<file path="src/rtl/mips_pkg.sv">
// Shared MIPS core definitions: datapath widths, special register numbers
// and the register-file clear/ready state encoding.
package mips_pkg;

   localparam int DATA_W     = 32;
   localparam int REG_ADDR_W = 5;
   localparam int NUM_REGS   = 32;

   localparam logic [REG_ADDR_W-1:0] REG_ZERO = 5'd0;
   localparam logic [REG_ADDR_W-1:0] REG_RA   = 5'd31;

   typedef enum logic {
      RF_CLEAR,
      RF_READY
   } rf_state_t;

endpackage

</file>
<file path="src/rtl/rf_clear_seq.sv">
// Post-reset clear sequencer: walks clr_idx over every entry, one per clock.
// Ports: clk, reset_n (sync, active-low) in; busy, clr_we, clr_addr out.
module rf_clear_seq #(
   parameter int ADDR_W   = 5,
   parameter int NUM_REGS = 32
) (
   input  logic              clk,
   input  logic              reset_n,
   output logic              busy,
   output logic              clr_we,
   output logic [ADDR_W-1:0] clr_addr
);
   import mips_pkg::*;

   localparam logic [ADDR_W-1:0] LAST = ADDR_W'(NUM_REGS - 1);

   rf_state_t         state;
   rf_state_t         state_nxt;
   logic [ADDR_W-1:0] clr_idx;
   logic [ADDR_W-1:0] clr_idx_nxt;

   always_ff @(posedge clk) begin
      if (!reset_n) begin
         state   <= RF_CLEAR;
         clr_idx <= '0;
      end else begin
         state   <= state_nxt;
         clr_idx <= clr_idx_nxt;
      end
   end

   always_comb begin
      state_nxt   = state;
      clr_idx_nxt = clr_idx;
      unique case (state)
         RF_CLEAR: begin
            // Wrap back to 0 after LAST is harmless; idx is idle in READY.
            clr_idx_nxt = clr_idx + 1'b1;
            if (clr_idx == LAST) state_nxt = RF_READY;
         end
         RF_READY: state_nxt = RF_READY;
         default:  state_nxt = RF_CLEAR;
      endcase
   end

   assign busy     = (state == RF_CLEAR);
   // A reset edge must leave the array untouched.
   assign clr_we   = busy && reset_n;
   assign clr_addr = clr_idx;

endmodule

</file>
<file path="src/rtl/mips_register_file.sv">
// 32 x 32 MIPS GPR file: two async read ports, one sync write port, $0 = 0.
// Ports: clk, reset_n, read_reg1/2, write_reg, write_data, reg_write in;
//        read_data1/2, busy out. Macro REGFILE_BYPASS_EN adds WB->ID bypass.
module mips_register_file #(
   parameter int DATA_W   = 32,
   parameter int ADDR_W   = 5,
   parameter int NUM_REGS = 32
) (
   input  logic              clk,
   input  logic              reset_n,
   input  logic [ADDR_W-1:0] read_reg1,
   input  logic [ADDR_W-1:0] read_reg2,
   input  logic [ADDR_W-1:0] write_reg,
   input  logic [DATA_W-1:0] write_data,
   input  logic              reg_write,
   output logic [DATA_W-1:0] read_data1,
   output logic [DATA_W-1:0] read_data2,
   output logic              busy
);
   import mips_pkg::*;

   if (NUM_REGS != 2**ADDR_W) begin : g_bad_cfg
      $error("NUM_REGS must equal 2**ADDR_W");
   end

   localparam logic [ADDR_W-1:0] ZERO = ADDR_W'(REG_ZERO);

   logic [DATA_W-1:0] mem [NUM_REGS];

   logic              clr_we;
   logic [ADDR_W-1:0] clr_addr;
   logic              ready;
   logic              usr_we;
   logic              we;
   logic [ADDR_W-1:0] waddr;
   logic [DATA_W-1:0] wdata;

   rf_clear_seq #(
      .ADDR_W   (ADDR_W),
      .NUM_REGS (NUM_REGS)
   ) u_clr (
      .clk      (clk),
      .reset_n  (reset_n),
      .busy     (busy),
      .clr_we   (clr_we),
      .clr_addr (clr_addr)
   );

   assign ready  = !busy && reset_n;
   assign usr_we = ready && reg_write && (write_reg != ZERO);

   // Clear walk owns the single write port while busy.
   assign we    = clr_we || usr_we;
   assign waddr = clr_we ? clr_addr : write_reg;
   assign wdata = clr_we ? '0 : write_data;

   always_ff @(posedge clk) begin
      if (we) mem[waddr] <= wdata;
   end

   always_comb begin
      read_data1 = '0;
      if (!ready || read_reg1 == ZERO) begin
         read_data1 = '0;
`ifdef REGFILE_BYPASS_EN
      end else if (usr_we && read_reg1 == write_reg) begin
         read_data1 = write_data;
`endif
      end else begin
         read_data1 = mem[read_reg1];
      end
   end

   always_comb begin
      read_data2 = '0;
      if (!ready || read_reg2 == ZERO) begin
         read_data2 = '0;
`ifdef REGFILE_BYPASS_EN
      end else if (usr_we && read_reg2 == write_reg) begin
         read_data2 = write_data;
`endif
      end else begin
         read_data2 = mem[read_reg2];
      end
   end

endmodule

</file>
<file path="config.mk">
export PLATFORM = sky130hd
export DESIGN_NAME = mips_register_file
export DESIGN_NICKNAME = d
export VERILOG_FILES = /design/src/rtl/mips_pkg.sv /design/src/rtl/rf_clear_seq.sv /design/src/rtl/mips_register_file.sv
export SDC_FILE = /design/constraint.sdc
export NUM_CORES = 1
export LEC_CHECK = 0
export CORE_UTILIZATION = 45
export DETAILED_ROUTE_END_ITERATION = 16
export SYNTH_ARGS = -nofsm -noshare
export SYNTH_HDL_FRONTEND = slang
export SYNTH_SLANG_ARGS = --single-unit
</file>
<file path="constraint.sdc">
create_clock -name clk -period 4.5 [get_ports clk]
set_input_delay 0.9 -clock clk [delete_from_list [all_inputs] [get_ports clk]]
set_output_delay 0.9 -clock clk [all_outputs]
set_load 0.05 [all_outputs]
</file>
==> flow_summary.ini <==
[outcome]
status = finished clean

[clocking]
worstSkewPairLatency_ns = 0.72
cts.sinks = 1030
root_buffer = clkbuf_16
holdBufCountCts = 0
numCtsBuffers = 108
cts_setup_buffers = 0
cts_htree_levels = 3
clockBufferDepth = 3
cts_tree = built
cts.reportedPaths.clkPinSlew_ns = 0.06
cts_resized = 3

[route]
vias = 27500
drt_wl_total_um = 151000
drt_drc_violations_left = 0
drtIter0Drc = 3585
detail-route-antenna-nets = 0
drt_first_pass_iters = 6
via_per_inst = 6.77
wl_per_cell_um = 37.1

[min_path]
holdCritPathClass = reg -> reg
min_path_cells = 2
hold_start = u_clr.clr_addr[0]

[timing]
hold_viol = 0
min_period_ns = 4.45
drv_slew = 0
setup_viol = 0
rsz0062_at_grt = no
fin_ws_ns = 0.0529
fmax_mhz = 225
finClkSkew_ns = 0.0210
finalCritPeriodShare = 0.988
worst_pin_slew_ns = 1.32
slew_headroom = 0.117

[logic_synthesis]
synth-seq-cells = 1030
synth_top_area_frac = 0.645
synthCells = 2340
ys.flop_type = edfxtp_1
avgSynthCellArea_um2 = 20.4
ys_seq_area_frac = 0.647
synth-async-reset-ratio = 0
syn_nets = 2392
ys_types = 47
synth_edf_count = 1024
synth_area_leaders = edfxtp_1 (64%), mux4_2 (22%), mux2i_1 (5.5%)
ys_warn_count = 0
yosys.area.top_type = edfxtp_1
syn_area_mm2 = 0.0477

[power_and_ir_drop]
swShare = 0.225
leakage_nw = 18.4
pwr-share-seq = 0.496
comb_power_share = 0.077
internal-power_w = 0.0167
power_frac_clock = 0.427
powerDensity_mw_per_mm2 = 383
p_switching_w = 0.00484
ir_drop_v = 0.000327

[placed_design]
dp_hpwl_um = 89400
place_congestion = 0.836
port_buffers = 114
post-place-ws_ns = -0.355

[finish]
nNetsFinal = 2634
syn2layout_area_growth_pct = 17.8
seq_area_mm2 = 0.0309
drive_gt1_frac = 0.360
fin_util = 0.534
multi_input_area_mm2 = 0.0161
nFillCells = 8143

[setup_path]
start_kind = input pin
path_delay_family = buffers and inverters
r2r_cells = 5
endpoint_kind = output pin
crit_chain = clkdlybuf4s50_1 > buf_12 > or3b_2 > buf_4 > o22ai_1 > a2111oi_0 > nor3_1 > buf_4 > buf_4
critPathKind = in -> out
crit_path_max_incr_delay_ns = 0.51
crit_buf_inv = 5
critPathArrivalTime_ns = 3.55
cp.depth = 9
crit_path_frequent_cell = buf_4
reg2reg_from = u_clr.state
crit_required_ns = 3.60
startpoint = read_reg1[3]
cpMaxStageDelayCell = nor3_1
cp_max_fo = 16

[floorplanning]
die_area_mm2 = 0.107
dieHeight_um = 328
die_w_um = 328
start_util = 0.454
boundaryPins = 115
rows = 119
core-area_mm2 = 0.105

[global_routing]
grt_pass1_wl_um = 214000
grt.total_usage = 0.285
antenna_found_initial = 2
grt_start_max_net_pins = 65
overflow = 0
grt_pass1_vias = 28600

[job]
cap_violations = 0
[power by group through the flow]
stage	Clock (W)	Sequential (W)	Combinational, W
4_1_cts	0.00929	0.0107	0.00166
3_5_place_dp	0	0.0109	0.00165
2_1_floorplan	0	0.0109	0.00105
5_1_grt	0.00964	0.0107	0.00173
6_report	0.00920	0.0107	0.00166
3_3_place_gp	0	0.0109	0.00163
[cell usage after synthesis (2+ instances only)]
cell type	count
mux4_2	458
or3b_2	3
o221ai_1	62
nor2_1	43
inv_1	3
edfxtp_1	1024
ha_1	2
nor3_1	24
nor2b_1	7
buf_4	17
nand3b_1	3
a21o_1	2
a211oi_1	24
a2111oi_2	4
o22a_1	32
a31o_2	3
nand4b_1	2
nand3_1	2
mux2i_1	261
buf_6	14
a221o_1	9
buf_2	54
o22ai_1	24
a221oi_1	9
buf_1	20
a22o_1	44
and2_1	36
a2111oi_1	4
a2111oi_0	14
xnor2_1	2
nor4bb_1	2
nand2_1	15
dfxtp_1	6
mux2_2	11
clkbuf_1	88
[state kept, by name, summed over array words and instances, names as in the netlist]
signal	count
mem	1024
u_clr.clr_addr	5
u_clr.state	1
[cells in the final DEF, fill, tap and decap left out, drive strengths merged, types with 2 or more instances in the layout]
cell type,count
a211oi,24
nor4bb,2
a2111oi,22
bufinv,15
nand4b,2
mux4,458
clkinvlp,6
or3b,3
dfxtp,6
a221oi,9
nor3,24
o22ai,24
ha,2
nand3,2
a31o,3
and2,36
a22o,44
edfxtp,1024
o221ai,62
mux2i,261
clkbuf,126
nand3b,3
mux2,11
a221o,9
buf,283
xnor2,2
clkdlybuf4s50,42
clkinv,51
inv,7
nor2b,7
nand2,15
a21o,2
o22a,32
nor2,43
[worst min-delay path, stage by stage, from the launching register on]
cell and delay (ns):
dfxtp_1 0.34, nor2_1 0.10, nor3b_1 0.05
[worst paths after layout]
kind	end	slack, ns
setup / recovery	read_data1[27]	0.05
hold / removal	u_clr.clr_addr[0]	0.53
setup reg to reg	mem[23][17]	1.19
hold reg to reg	u_clr.clr_addr[0]	0.53
[final cells by class]
| type | count | share of cell area |
|---|---|---|
| diodes | 1 | 0.0000446 |
| multi-input cells | 1114 | 0.287 |
| flip-flops and latches | 1030 | 0.550 |
| inverters | 3 | 0.000200 |
| clock buffers | 126 | 0.0497 |
| clock inverters | 76 | 0.0151 |
| well taps | 1391 | 0.0310 |
| repair buffers | 325 | 0.0670 |
[layer usage]
layer | global-route usage | vias to the layer above | wire length (um)
met2 | 0.447 | 1491 | 71400
met3 | 0.0537 | 247 | 13900
li1 | - | 10800 | -
met5 | 0 | - | 0
met1 | 0.404 | 15000 | 60600
met4 | 0.0886 | 0 | 4870
[stage by stage]
stage	total power [W]	instance area, um2	cells	TNS (ns)	hold slack [ns]
3_5_place_dp	0.0125	52500	3863	-0.427	0.525
5_1_grt	0.0221	56200	4065	0	0.570
4_1_cts	0.0216	56200	4065	0	0.532
6_report	0.0215	56200	4066	0	0.529
3_3_place_gp	0.0125	52500	3863	-0.368	0.508
2_1_floorplan	0.0119	47700	2340	0	0.484
[kinds of logic (layout without fill, tap and decap cells)]
kind of cell | Yosys count | count (layout) | synth area share
flip-flops | 1030 | 1030 | 0.647
other | 0 | 1 | 0
adder cells (fa/ha/maj) | 2 | 2 | 0.000525
buffers and inverters | 196 | 530 | 0.0204
XOR/XNOR | 2 | 2 | 0.000367
AND/OR/NAND/NOR | 145 | 145 | 0.0159
AO/OA/AOI/OAI | 235 | 235 | 0.0419
multiplexers | 730 | 730 | 0.274
(Power assumes the default switching activity.)
